[config.mk]
export PLATFORM = sky130hd
export DESIGN_NAME = dvs_event_decoder
export DESIGN_NICKNAME = d
export VERILOG_FILES = /design/src/rtl/dvs_pkg.sv /design/src/rtl/dvs_event_decoder.sv
export SDC_FILE = /design/constraint.sdc
export NUM_CORES = 1
export LEC_CHECK = 0
export ABC_AREA = 1
export CORE_ASPECT_RATIO = 0.75
export CORE_MARGIN = 10
export CORE_UTILIZATION = 40
export DETAILED_ROUTE_END_ITERATION = 10
export SKIP_CTS_REPAIR_TIMING = 1
export SLEW_MARGIN = 15
export SYNTH_ARGS = -nofsm -noshare
export SYNTH_HDL_FRONTEND = slang
export SYNTH_SLANG_ARGS = --single-unit
[constraint.sdc]
create_clock -name clk -period 3.3 [get_ports clk]
set_clock_uncertainty 0.15 [all_clocks]
set_input_delay 0.495 -clock clk [delete_from_list [all_inputs] [get_ports clk]]
set_output_delay 0.495 -clock clk [all_outputs]
set_load 0.02 [all_outputs]
[src/rtl/dvs_pkg.sv]
// Shared definitions for the DVS event decoder: packet framing constants,
// field widths, decoder FSM state type and a saturating-increment helper.
package dvs_pkg;

  localparam logic [7:0]  SYNC_BYTE = 8'hA5;
  localparam int unsigned PKT_LEN   = 7;
  localparam int unsigned COORD_W   = 9;
  localparam int unsigned TS_W      = 16;

  typedef enum logic [1:0] {
    HUNT    = 2'd0,
    COLLECT = 2'd1,
    STALL   = 2'd2
  } dvs_state_t;

  // Error counters stick at all-ones instead of wrapping.
  function automatic logic [7:0] sat_inc(input logic [7:0] v);
    return (v == '1) ? v : v + 8'd1;
  endfunction

endpackage

[src/rtl/dvs_event_decoder.sv]
// DVS event decoder: turns a UART byte stream of 7-byte event packets
// (sync 0xA5, x/y/polarity/timestamp payload, XOR checksum) into
// one-register-deep event outputs with valid/ready handshakes.
//
// Ports:
//   clk, rst                 clock, synchronous active-high reset
//   in_valid/in_data/in_ready    byte input handshake (ready low only in STALL)
//   event_valid/event_ready      event output handshake
//   event_x, event_y             coordinates (0..SENSOR_RES-1)
//   event_polarity               1 = ON, 0 = OFF
//   event_ts                     16-bit timestamp
//   chk_err_count                saturating checksum failure count
//   range_drop_count             saturating out-of-range drop count
//   timeout_count                saturating inter-byte timeout count
module dvs_event_decoder
  import dvs_pkg::*;
#(
  parameter int unsigned SENSOR_RES     = 320,
  parameter int unsigned TIMEOUT_CYCLES = 12_000
) (
  input  logic               clk,
  input  logic               rst,
  input  logic               in_valid,
  input  logic [7:0]         in_data,
  output logic               in_ready,
  output logic               event_valid,
  output logic [COORD_W-1:0] event_x,
  output logic [COORD_W-1:0] event_y,
  output logic               event_polarity,
  output logic [TS_W-1:0]    event_ts,
  input  logic               event_ready,
  output logic [7:0]         chk_err_count,
  output logic [7:0]         range_drop_count,
  output logic [7:0]         timeout_count
);

  localparam int unsigned TO_W     = (TIMEOUT_CYCLES > 1) ? $clog2(TIMEOUT_CYCLES) : 1;
  localparam logic [TO_W-1:0] TO_MAX = TO_W'(TIMEOUT_CYCLES - 1);
  localparam logic [2:0]   LAST_IDX = 3'(PKT_LEN - 1);

  dvs_state_t        state;
  logic [2:0]        idx;
  logic [7:0]        xor_acc;
  logic [TO_W-1:0]   tcnt;
  logic [7:0]        b1, b2, b4, b5;
  logic [2:0]        b3_hi;     // only y[1:0] and polarity live in B3

  logic              accept;
  logic              out_free;
  logic              last_byte;
  logic              chk_ok;
  logic              in_range;
  logic              load_evt;
  logic [COORD_W-1:0] dec_x, dec_y;
  logic              dec_pol;
  logic [TS_W-1:0]   dec_ts;

  assign in_ready = (state != STALL);
  assign accept   = in_valid && in_ready;
  // Output register can take a new event if empty or draining this cycle.
  assign out_free = !event_valid || event_ready;

  always_comb begin
    dec_x     = {b1, b2[7]};
    dec_y     = {b2[6:0], b3_hi[2:1]};
    dec_pol   = b3_hi[0];
    dec_ts    = {b4, b5};
    last_byte = (state == COLLECT) && accept && (idx == LAST_IDX);
    chk_ok    = (in_data == xor_acc);
    in_range  = ({23'd0, dec_x} < SENSOR_RES) && ({23'd0, dec_y} < SENSOR_RES);
    // Fields are held in b1..b5 through STALL since no bytes are accepted there.
    load_evt  = out_free && ((last_byte && chk_ok && in_range) || (state == STALL));
  end

  always_ff @(posedge clk) begin
    if (rst) begin
      state            <= HUNT;
      idx              <= '0;
      xor_acc          <= '0;
      tcnt             <= '0;
      b1               <= '0;
      b2               <= '0;
      b3_hi            <= '0;
      b4               <= '0;
      b5               <= '0;
      chk_err_count    <= '0;
      range_drop_count <= '0;
      timeout_count    <= '0;
    end else begin
      case (state)
        HUNT: begin
          tcnt <= '0;
          if (accept && in_data == SYNC_BYTE) begin
            idx     <= 3'd1;
            xor_acc <= '0;
            state   <= COLLECT;
          end
        end
        COLLECT: begin
          if (accept) begin
            tcnt <= '0;
            if (idx == LAST_IDX) begin
              idx   <= '0;
              state <= HUNT;
              if (!chk_ok)
                chk_err_count <= sat_inc(chk_err_count);
              else if (!in_range)
                range_drop_count <= sat_inc(range_drop_count);
              else if (!out_free)
                state <= STALL;
            end else begin
              case (idx)
                3'd1:    b1    <= in_data;
                3'd2:    b2    <= in_data;
                3'd3:    b3_hi <= in_data[7:5];
                3'd4:    b4    <= in_data;
                3'd5:    b5    <= in_data;
                default: ;
              endcase
              xor_acc <= xor_acc ^ in_data;
              idx     <= idx + 3'd1;
            end
          end else if (tcnt == TO_MAX) begin
            tcnt          <= '0;
            idx           <= '0;
            state         <= HUNT;
            timeout_count <= sat_inc(timeout_count);
          end else begin
            tcnt <= tcnt + TO_W'(1);
          end
        end
        STALL: begin
          tcnt <= '0;
          if (out_free)
            state <= HUNT;
        end
        default: state <= HUNT;
      endcase
    end
  end

  always_ff @(posedge clk) begin
    if (rst) begin
      event_valid    <= 1'b0;
      event_x        <= '0;
      event_y        <= '0;
      event_polarity <= 1'b0;
      event_ts       <= '0;
    end else if (load_evt) begin
      event_valid    <= 1'b1;
      event_x        <= dec_x;
      event_y        <= dec_y;
      event_polarity <= dec_pol;
      event_ts       <= dec_ts;
    end else if (event_valid && event_ready) begin
      event_valid <= 1'b0;
    end
  end

endmodule

==> insert_results.sql, run 1 <==
INSERT INTO impl_metrics (metric_group, metric, value, unit) VALUES
('power', 'clock_power_share', '37.8', '%'),
('synthesis', 'syn-instance-count', '812', ''),
('timing', 'rsz0062_at_grt', 'false', ''),
('synthesis', 'yosys-top-cells-count', '182 x sky130_fd_sc_hd__nand2_1, 122 x sky130_fd_sc_hd__dfxtp_1, 110 x sky130_fd_sc_hd__a21oi_1', ''),
('place', 'hpwl', '10200', 'um'),
('synthesis', 'ys_warn_count', '0', ''),
('worst_setup_path', 'slowest_stage', 'sky130_fd_sc_hd__nor2_2', ''),
('floorplan', 'initial_utilization', '40.8', '%'),
('synthesis', 'netlist_top_cells_area', 'sky130_fd_sc_hd__dfxtp_1 44%, sky130_fd_sc_hd__nand2_1 12%, sky130_fd_sc_hd__a21oi_1 9.8%, sky130_fd_sc_hd__inv_1 6.1%, sky130_fd_sc_hd__nand3_1 5.8%', ''),
('cells_and_area', 'area_delta_synth_final', '26.5', '%'),
('floorplan', 'fp.dieW', '157', 'um'),
('timing', 'max_clock_freq', '0.422', 'GHz'),
('job', 'cap_violations', '0', ''),
('power', 'p_sw', '0.00161', 'W'),
('global_routing', 'grt_remaining_overflow', '0', ''),
('synthesis', 'yosysSeqAreaShare', '43.5', '%'),
('global_routing', 'antenna_violations_before_repair', '0', ''),
('clock_network', 'cts-root-to-sink-buffers', '2', ''),
('global_routing', 'grt.met1_usage', '21.8', '%'),
('cells_and_area', 'n_antenna_cell', '0', ''),
('cells_and_area', 'layout.cell_area.non_filler', '0.00710', 'mm2'),
('place', 'gp_congestion', '0.834', ''),
('hold_path', 'hp-class', 'reg2reg', ''),
('timing', 'finalHoldViolations', '0', ''),
('synthesis', 'synth.lib_cells_used.distinct', '32', ''),
('power', 'share_seq_of_total_power', '35.2', '%'),
('worst_setup_path', 'r2r-start', 'state[0]$_SDFFE_PP0P_', ''),
('route', 'drt_first_iter_violations', '351', ''),
('timing', 'finalSetupViolations', '0', ''),
('power', 'power.ir.vdd_worst', '0.000413', 'V'),
('global_routing', 'grt.total_usage', '15.6', '%'),
('synthesis', 'synthesis.area', '0.00561', 'mm2'),
('route', 'routed_via_density', '4.97', ''),
('clock_network', 'clock-root-buffer', 'sky130_fd_sc_hd__clkbuf_16', ''),
('worst_setup_path', 'arrival', '2.53', 'ns'),
('floorplan', 'rows', '37', ''),
('route', 'drtAntennaViolNets', '0', ''),
('clock_network', 'cts_tree', 'yes', ''),
('floorplan', 'die_height', '123', 'um'),
('global_routing', 'grt_util_met2', '22.9', '%'),
('synthesis', 'post_synth.cell_area_avg', '6.91', 'um2'),
('global_routing', 'wire_length_of_the_first_global_routing_pass', '24600', 'um'),
('timing', 'slew_headroom', '53.7', '%'),
('synthesis', 'synth_largest_area_cell', 'sky130_fd_sc_hd__dfxtp_1', ''),
('synthesis', 'synth_seq_cells', '122', ''),
('route', '1st_pass_router_iterations', '4', ''),
('synthesis', 'synthMostInstantiatedCell', 'sky130_fd_sc_hd__nand2_1', ''),
('power', 'power.combinational.fraction', '27.0', '%'),
('route', 'wl_per_cell', '14.0', 'um'),
('synthesis', 'synth_fp_nets', '829', ''),
('worst_setup_path', 'worstSetupEndpoint', 'event_x[3]$_SDFFE_PP0P_', ''),
('cells_and_area', 'share_of_post_route_cells_with_drive_strength_above_1', '6.09', '%'),
('floorplan', 'fp.dieArea', '0.0192', 'mm2'),
('global_routing', 'globalRoute.busiestLayer', 'met2', ''),
('place', 'detailed_place.area', '0.00650', 'mm2'),
('global_routing', 'grt_max_degree', '72', ''),
('place', 'port-buffer-count', '72', ''),
('global_routing', 'first_global_vias', '4907', ''),
('power', 'power_switching_share', '32.3', '%'),
('run_status', 'status', 'complete, no violations', ''),
('floorplan', 'coreArea', '0.0137', 'mm2'),
('synthesis', 'synth_largest_type_area_fraction', '43.5', '%'),
('worst_setup_path', 'timing.critical_path.cells', 'inv_2, nor2_2, nand2_1, nor2_1, nand3_1, o21ai_4, buf_12, nand3_1, nand2_1, nor2_1', ''),
('synthesis', 'synth_flop_cell', 'sky130_fd_sc_hd__dfxtp_1', ''),
('timing', 'finalCritPeriodShare', '71.8', '%'),
('cells_and_area', 'layout.nets', '891', ''),
('global_routing', 'use_met3', '4.61', '%'),
('timing', 'setup_tns', '0', 'ns'),
('synthesis', 'number_of_flops_mapped_to_enable_cells_by_yosys', '0', ''),
('floorplan', 'boundaryPins', '73', ''),
('worst_setup_path', 'critPathMaxStageDelay', '0.39', 'ns');
layout by cell type, fill, tap and decap left out, types with 2 or more instances in the layout:
cell / count
sky130_fd_sc_hd__nand2_1: 181
sky130_fd_sc_hd__dfxtp_1: 122
sky130_fd_sc_hd__a21oi_1: 110
sky130_fd_sc_hd__inv_1: 90
sky130_fd_sc_hd__nor2_1: 76
sky130_fd_sc_hd__clkdlybuf4s50_1: 72
sky130_fd_sc_hd__nand3_1: 65
sky130_fd_sc_hd__o21ai_0: 51
sky130_fd_sc_hd__nand4_1: 20
sky130_fd_sc_hd__clkbuf_16: 17
sky130_fd_sc_hd__xor2_1: 11
sky130_fd_sc_hd__nor3_1: 10
sky130_fd_sc_hd__clkinvlp_4: 6
sky130_fd_sc_hd__nor2_2: 5
sky130_fd_sc_hd__ha_1: 5
sky130_fd_sc_hd__buf_4: 5
sky130_fd_sc_hd__xnor2_1: 4
sky130_fd_sc_hd__inv_2: 3
sky130_fd_sc_hd__bufinv_16: 3
sky130_fd_sc_hd__clkinv_2: 3
sky130_fd_sc_hd__buf_12: 3
sky130_fd_sc_hd__and2_1: 2
sky130_fd_sc_hd__nand3_2: 2
sky130_fd_sc_hd__and3_1: 2
sky130_fd_sc_hd__a31oi_1: 2
sky130_fd_sc_hd__o31ai_1: 2
sky130_fd_sc_hd__nor3b_1: 2
sky130_fd_sc_hd__clkinv_4: 2
worst max-delay path, delay by kind of cell, from the launching register on:
kind                   cells  cell delay (ns)
and+or+nand+nor            7             1.19
DFF                        1             0.36
buffers and inverters      2             0.31
AOI/OAI and AO/OA          1             0.20
kinds of logic (layout without fill, tap and decap cells):
kind of cell             count (synthesis)  in the layout  share of synthesized area, %
AND/OR/NAND/NOR                        369            369                          28.3
flip-flops                             122            122                          43.5
AO/OA/AOI/OAI                          170            170                          15.6
XOR/XNOR                                15             15                          2.34
adder cells (fa/ha/maj)                  5              5                          1.12
buffers and inverters                  131            206                          9.14
per-stage QoR:
step	total power [W]	hold slack, ns	setup WS (ns)	util, %	cells
2_1_floorplan	0.00264	0.280	1.42	-	812
3_3_place_gp	0.00312	0.292	0.570	47.3	1030
3_5_place_dp	0.00314	0.296	0.575	47.3	1030
4_1_cts	0.00504	0.303	0.906	51.6	1062
5_1_grt	0.00528	0.323	0.684	51.6	1062
6_report	0.00498	0.305	0.930	51.6	1062
routing by layer:
| metal | part of all wire (%) | vias to the layer above | wire length (um) |
|---|---|---|---|
| met2 | 42 | 124 | 6250 |
| li1 | - | 2773 | - |
| met5 | 0 | - | 0 |
| met1 | 51 | 2365 | 7530 |
| met4 | 0.62 | 0 | 92 |
| met3 | 6.5 | 12 | 957 |
state kept, by name, indices dropped and copies added (netlist names):
register / count
event_ts: 16
tcnt: 14
event_x: 9
event_y: 9
b1: 8
b2: 8
b4: 8
b5: 8
chk_err_count: 8
range_drop_count: 8
timeout_count: 8
xor_acc: 8
b3_hi: 3
idx: 3
state: 2
event_polarity: 1
event_valid: 1
layout make-up:
class / instances / area [um2]
multi-input cells: 559 / 2670
fillers: 1322 / 6650
well taps: 175 / 219
repair buffers: 80 / 818
flip-flops and latches: 122 / 2440
clock buffers: 17 / 425
clock inverters: 15 / 176
inverters: 94 / 353
power groups by stage:
stage               Combinational, W  Clock [W]  Sequential, W
detailed placement           0.00135          0        0.00178
CTS                          0.00136    0.00193        0.00175
global route                 0.00152    0.00198        0.00178
finish                       0.00134    0.00188        0.00175
floorplan                   0.000700          0        0.00194
global placement             0.00134          0        0.00178
how the worst min path moves through the flow:
stage / from / endpoint / slack [ns] / cells after the start
2_1_floorplan: b2[0]$_SDFFE_PP0P_ / b2[0]$_SDFFE_PP0P_ / 0.28 / 2
3_3_place_gp: b4[5]$_SDFFE_PP0P_ / b4[5]$_SDFFE_PP0P_ / 0.29 / 2
3_5_place_dp: b4[7]$_SDFFE_PP0P_ / b4[7]$_SDFFE_PP0P_ / 0.30 / 2
4_1_cts: b4[7]$_SDFFE_PP0P_ / b4[7]$_SDFFE_PP0P_ / 0.30 / 2
5_1_grt: b2[7]$_SDFFE_PP0P_ / b2[7]$_SDFFE_PP0P_ / 0.32 / 2
6_report: b4[7]$_SDFFE_PP0P_ / b4[7]$_SDFFE_PP0P_ / 0.31 / 2
(Power assumes the default switching activity.)
==> run 2: changes to the inputs <==
==> constraint.sdc (replaced) <==
create_clock -name clk -period 2 [get_ports clk]
set_clock_uncertainty 0.15 [all_clocks]
set_input_delay 0.3 -clock clk [delete_from_list [all_inputs] [get_ports clk]]
set_output_delay 0.3 -clock clk [all_outputs]
set_load 0.02 [all_outputs]
==> run 2 against run 1 <==
  * Wire length up 7.5%
  * Largest power group unchanged
  * Worst setup slack got worse by 0.88 ns
  * Clock power grew 57%
  * Via count rose by 7.8%
  * Design area grew 7.2%
  * Critical path type is now reg2out
  * Sequential power grew 65%
  * Power increased by 66%
  * Cell count up 5.5%
==> insert_results.sql, run 2 (synthesized netlist as in run 1, its figures left out) <==
INSERT INTO impl_metrics (metric_group, metric, value, unit) VALUES
('run_status', 'status', 'complete, no violations', ''),
('timing', 'max_clock_freq', '0.513', 'GHz'),
('clock_network', 'clk_transition_reported_paths', '0.06', 'ns'),
('timing', 'setup_tns', '0', 'ns'),
('cells_and_area', 'largest_register_ffs', '16', ''),
('route', 'drt_first_iter_violations', '394', ''),
('global_routing', 'grt_max_degree', '72', ''),
('worst_setup_path', 'ff2ff_setup_slack', '0.15', 'ns'),
('worst_setup_path', 'r2r_cells', '9', ''),
('cells_and_area', 'final.fill_count', '1297', ''),
('global_routing', 'wire_length_of_the_first_global_routing_pass', '25900', 'um'),
('clock_network', 'clock_sinks', '122', ''),
('hold_path', 'worstHoldPathCells', '3', ''),
('worst_setup_path', 'critPathMaxStageDelay', '0.61', 'ns'),
('clock_network', 'cts_tree', 'yes', ''),
('route', 'wl', '16000', 'um'),
('clock_network', 'clock_latency', '0.41', 'ns'),
('timing', 'slew_headroom', '68.7', '%'),
('job', 'cap_violations', '0', ''),
('route', 'routed_via_density', '5.08', ''),
('cells_and_area', 'share_of_post_route_cells_with_drive_strength_above_1', '12.9', '%'),
('timing', 'worst_slew_pin_slew', '0.465', 'ns'),
('hold_path', 'hp-class', 'in2reg', ''),
('worst_setup_path', 'worstSetupPathDepth', '2', ''),
('power', 'post_layout_total_power', '0.00829', 'W'),
('place', 'port-buffer-count', '72', ''),
('floorplan', 'rows', '37', ''),
('place', 'hpwl', '11300', 'um'),
('timing', 'setup_ws', '0.0519', 'ns'),
('clock_network', 'clock-root-buffer', 'sky130_fd_sc_hd__clkbuf_16', ''),
('floorplan', 'fp.dieW', '157', 'um'),
('power', 'power_per_unit_of_standard_cell_area', '1090', 'mW/mm2'),
('floorplan', 'fp.dieArea', '0.0192', 'mm2'),
('timing', 'finalHoldViolations', '0', ''),
('route', 'route.vias.total', '5685', ''),
('power', 'static-leakage-power', '3.08', 'nW'),
('cells_and_area', 'largest_register', 'event_ts', ''),
('cells_and_area', 'mostFrequentLayoutCell', 'sky130_fd_sc_hd__nand2_1', ''),
('floorplan', 'boundaryPins', '73', ''),
('worst_setup_path', 'slowest_stage', 'sky130_fd_sc_hd__clkdlybuf4s50_1', ''),
('timing', 'timing.final.crit_period', '1.95', 'ns'),
('cells_and_area', 'final_cell_mix', '179 x sky130_fd_sc_hd__nand2_1, 118 x sky130_fd_sc_hd__dfxtp_1, 110 x sky130_fd_sc_hd__a21oi_1', ''),
('floorplan', 'die_height', '123', 'um'),
('clock_network', 'ctsHtreeMaxLevel', '4', ''),
('route', 'wl_per_cell', '14.2', 'um'),
('timing', 'finalSetupViolations', '0', ''),
('worst_setup_path', 'critical_path_required', '1.55', 'ns'),
('worst_setup_path', 'end_kind', 'output pin', ''),
('route', 'remaining_drc_errors', '0', ''),
('cells_and_area', 'area_delta_synth_final', '35.7', '%'),
('worst_setup_path', 'arrival', '1.50', 'ns'),
('global_routing', 'grt_remaining_overflow', '0', ''),
('clock_network', 'cts-root-to-sink-buffers', '2', ''),
('worst_setup_path', 'worst_setup_path_start_kind', 'flop', ''),
('timing', 'timing.final.max_slew_violations', '0', ''),
('global_routing', 'first_global_vias', '5229', ''),
('floorplan', 'coreArea', '0.0137', 'mm2'),
('route', '1st_pass_router_iterations', '4', ''),
('worst_setup_path', 'timing.critical_path.cells', 'buf_4, clkdlybuf4s50_1', ''),
('place', 'detailedPlace.worstSlack', '-0.388', 'ns'),
('clock_network', 'tritoncts.num_buffers', '17', ''),
('route', 'drtAntennaViolNets', '0', ''),
('worst_setup_path', 'worst-setup-path-type', 'reg2out', ''),
('global_routing', 'grt.total_usage', '16.5', '%'),
('cells_and_area', 'n_antenna_cell', '0', ''),
('cells_and_area', 'reg.largest.list', 'event_ts: 16 flops, tcnt: 14 flops', ''),
('worst_setup_path', 'critical_path_peak_fanout', '5', ''),
('worst_setup_path', 'worst_path_dominant_cell_family', 'buffers and inverters', ''),
('place', 'gp_congestion', '0.894', ''),
('worst_setup_path', 'timing.critical_path.buf_inv', '2', ''),
('timing', 'finalCritPeriodShare', '97.4', '%'),
('global_routing', 'antenna_violations_before_repair', '0', ''),
('floorplan', 'initial_utilization', '40.8', '%'),
('power', 'power.ir.vdd_worst', '0.000656', 'V'),
('cells_and_area', 'layout.nets', '949', '');
run 2: cell count changes in the layout (fill, tap and decap cells not counted), sizes merged:
| cell | change |
|---|---|
| buf | +58 |
| bufinv | -1 |
| clkbuf | +3 |
| clkdlybuf4s50 | -9 |
| clkinv | +2 |
| clkinvlp | -3 |
| dlymetal6s2s | +9 |
| inv | -1 |
run 2: worst paths after layout:
path | from | end
hold reg to reg | b2[0]$_SDFFE_PP0P_ | b2[0]$_SDFFE_PP0P_
hold / removal | in_data[0] | b2[0]$_SDFFE_PP0P_
setup / recovery | timeout_count[0]$_SDFFE_PP0P_ | timeout_count[0]
setup reg to reg | state[0]$_SDFFE_PP0P_ | b4[2]$_SDFFE_PP0P_
run 2: power by group:
part	switching (W)	internal (W)	leakage (nW)
logic	0.00140	0.00104	1.82
clock network	0.00111	0.00186	0.276
registers	0.000163	0.00272	0.989
total	0.00267	0.00562	3.08
run 2: worst reg2reg max path: stages, from the launching register on:
cell,delay [ns]
sky130_fd_sc_hd__dfxtp_1,0.36
sky130_fd_sc_hd__inv_2,0.05
sky130_fd_sc_hd__nor2_2,0.10
sky130_fd_sc_hd__nand2_1,0.11
sky130_fd_sc_hd__buf_4,0.15
sky130_fd_sc_hd__inv_1,0.06
sky130_fd_sc_hd__nand2_1,0.21
sky130_fd_sc_hd__o21ai_0,0.36
sky130_fd_sc_hd__buf_4,0.17
sky130_fd_sc_hd__a21oi_1,0.03
run 2: area by class of cell:
cell class	instances	area, um2	area share (%)
multi-input combinational	559	2710	35.6
inverter	94	353	4.63
clock buffer	20	447	5.87
sequential	122	2450	32.2
tap	175	219	2.88
timing repair buffer	138	1310	17.2
clock inverter	12	125	1.64
run 2: through the flow:
stage	cell area (um2)	util, %	hold WS, ns	instances
floorplan	5610	-	0.280	812
detailed placement	6910	50.2	0.293	1081
finish	7610	55.4	0.167	1120
global placement	6910	50.2	0.290	1081
global route	7610	55.4	0.196	1120
CTS	7480	54.4	0.302	1113
run 2: per-layer routing:
metal / up-vias / wire length, um / global-route usage, %
li1: 2890 / - / -
met1: 2630 / 7810 / 22.3
met2: 146 / 6980 / 24.7
met3: 19 / 977 / 4.47
met4: 0 / 184 / 5.76
met5: - / 0 / 0
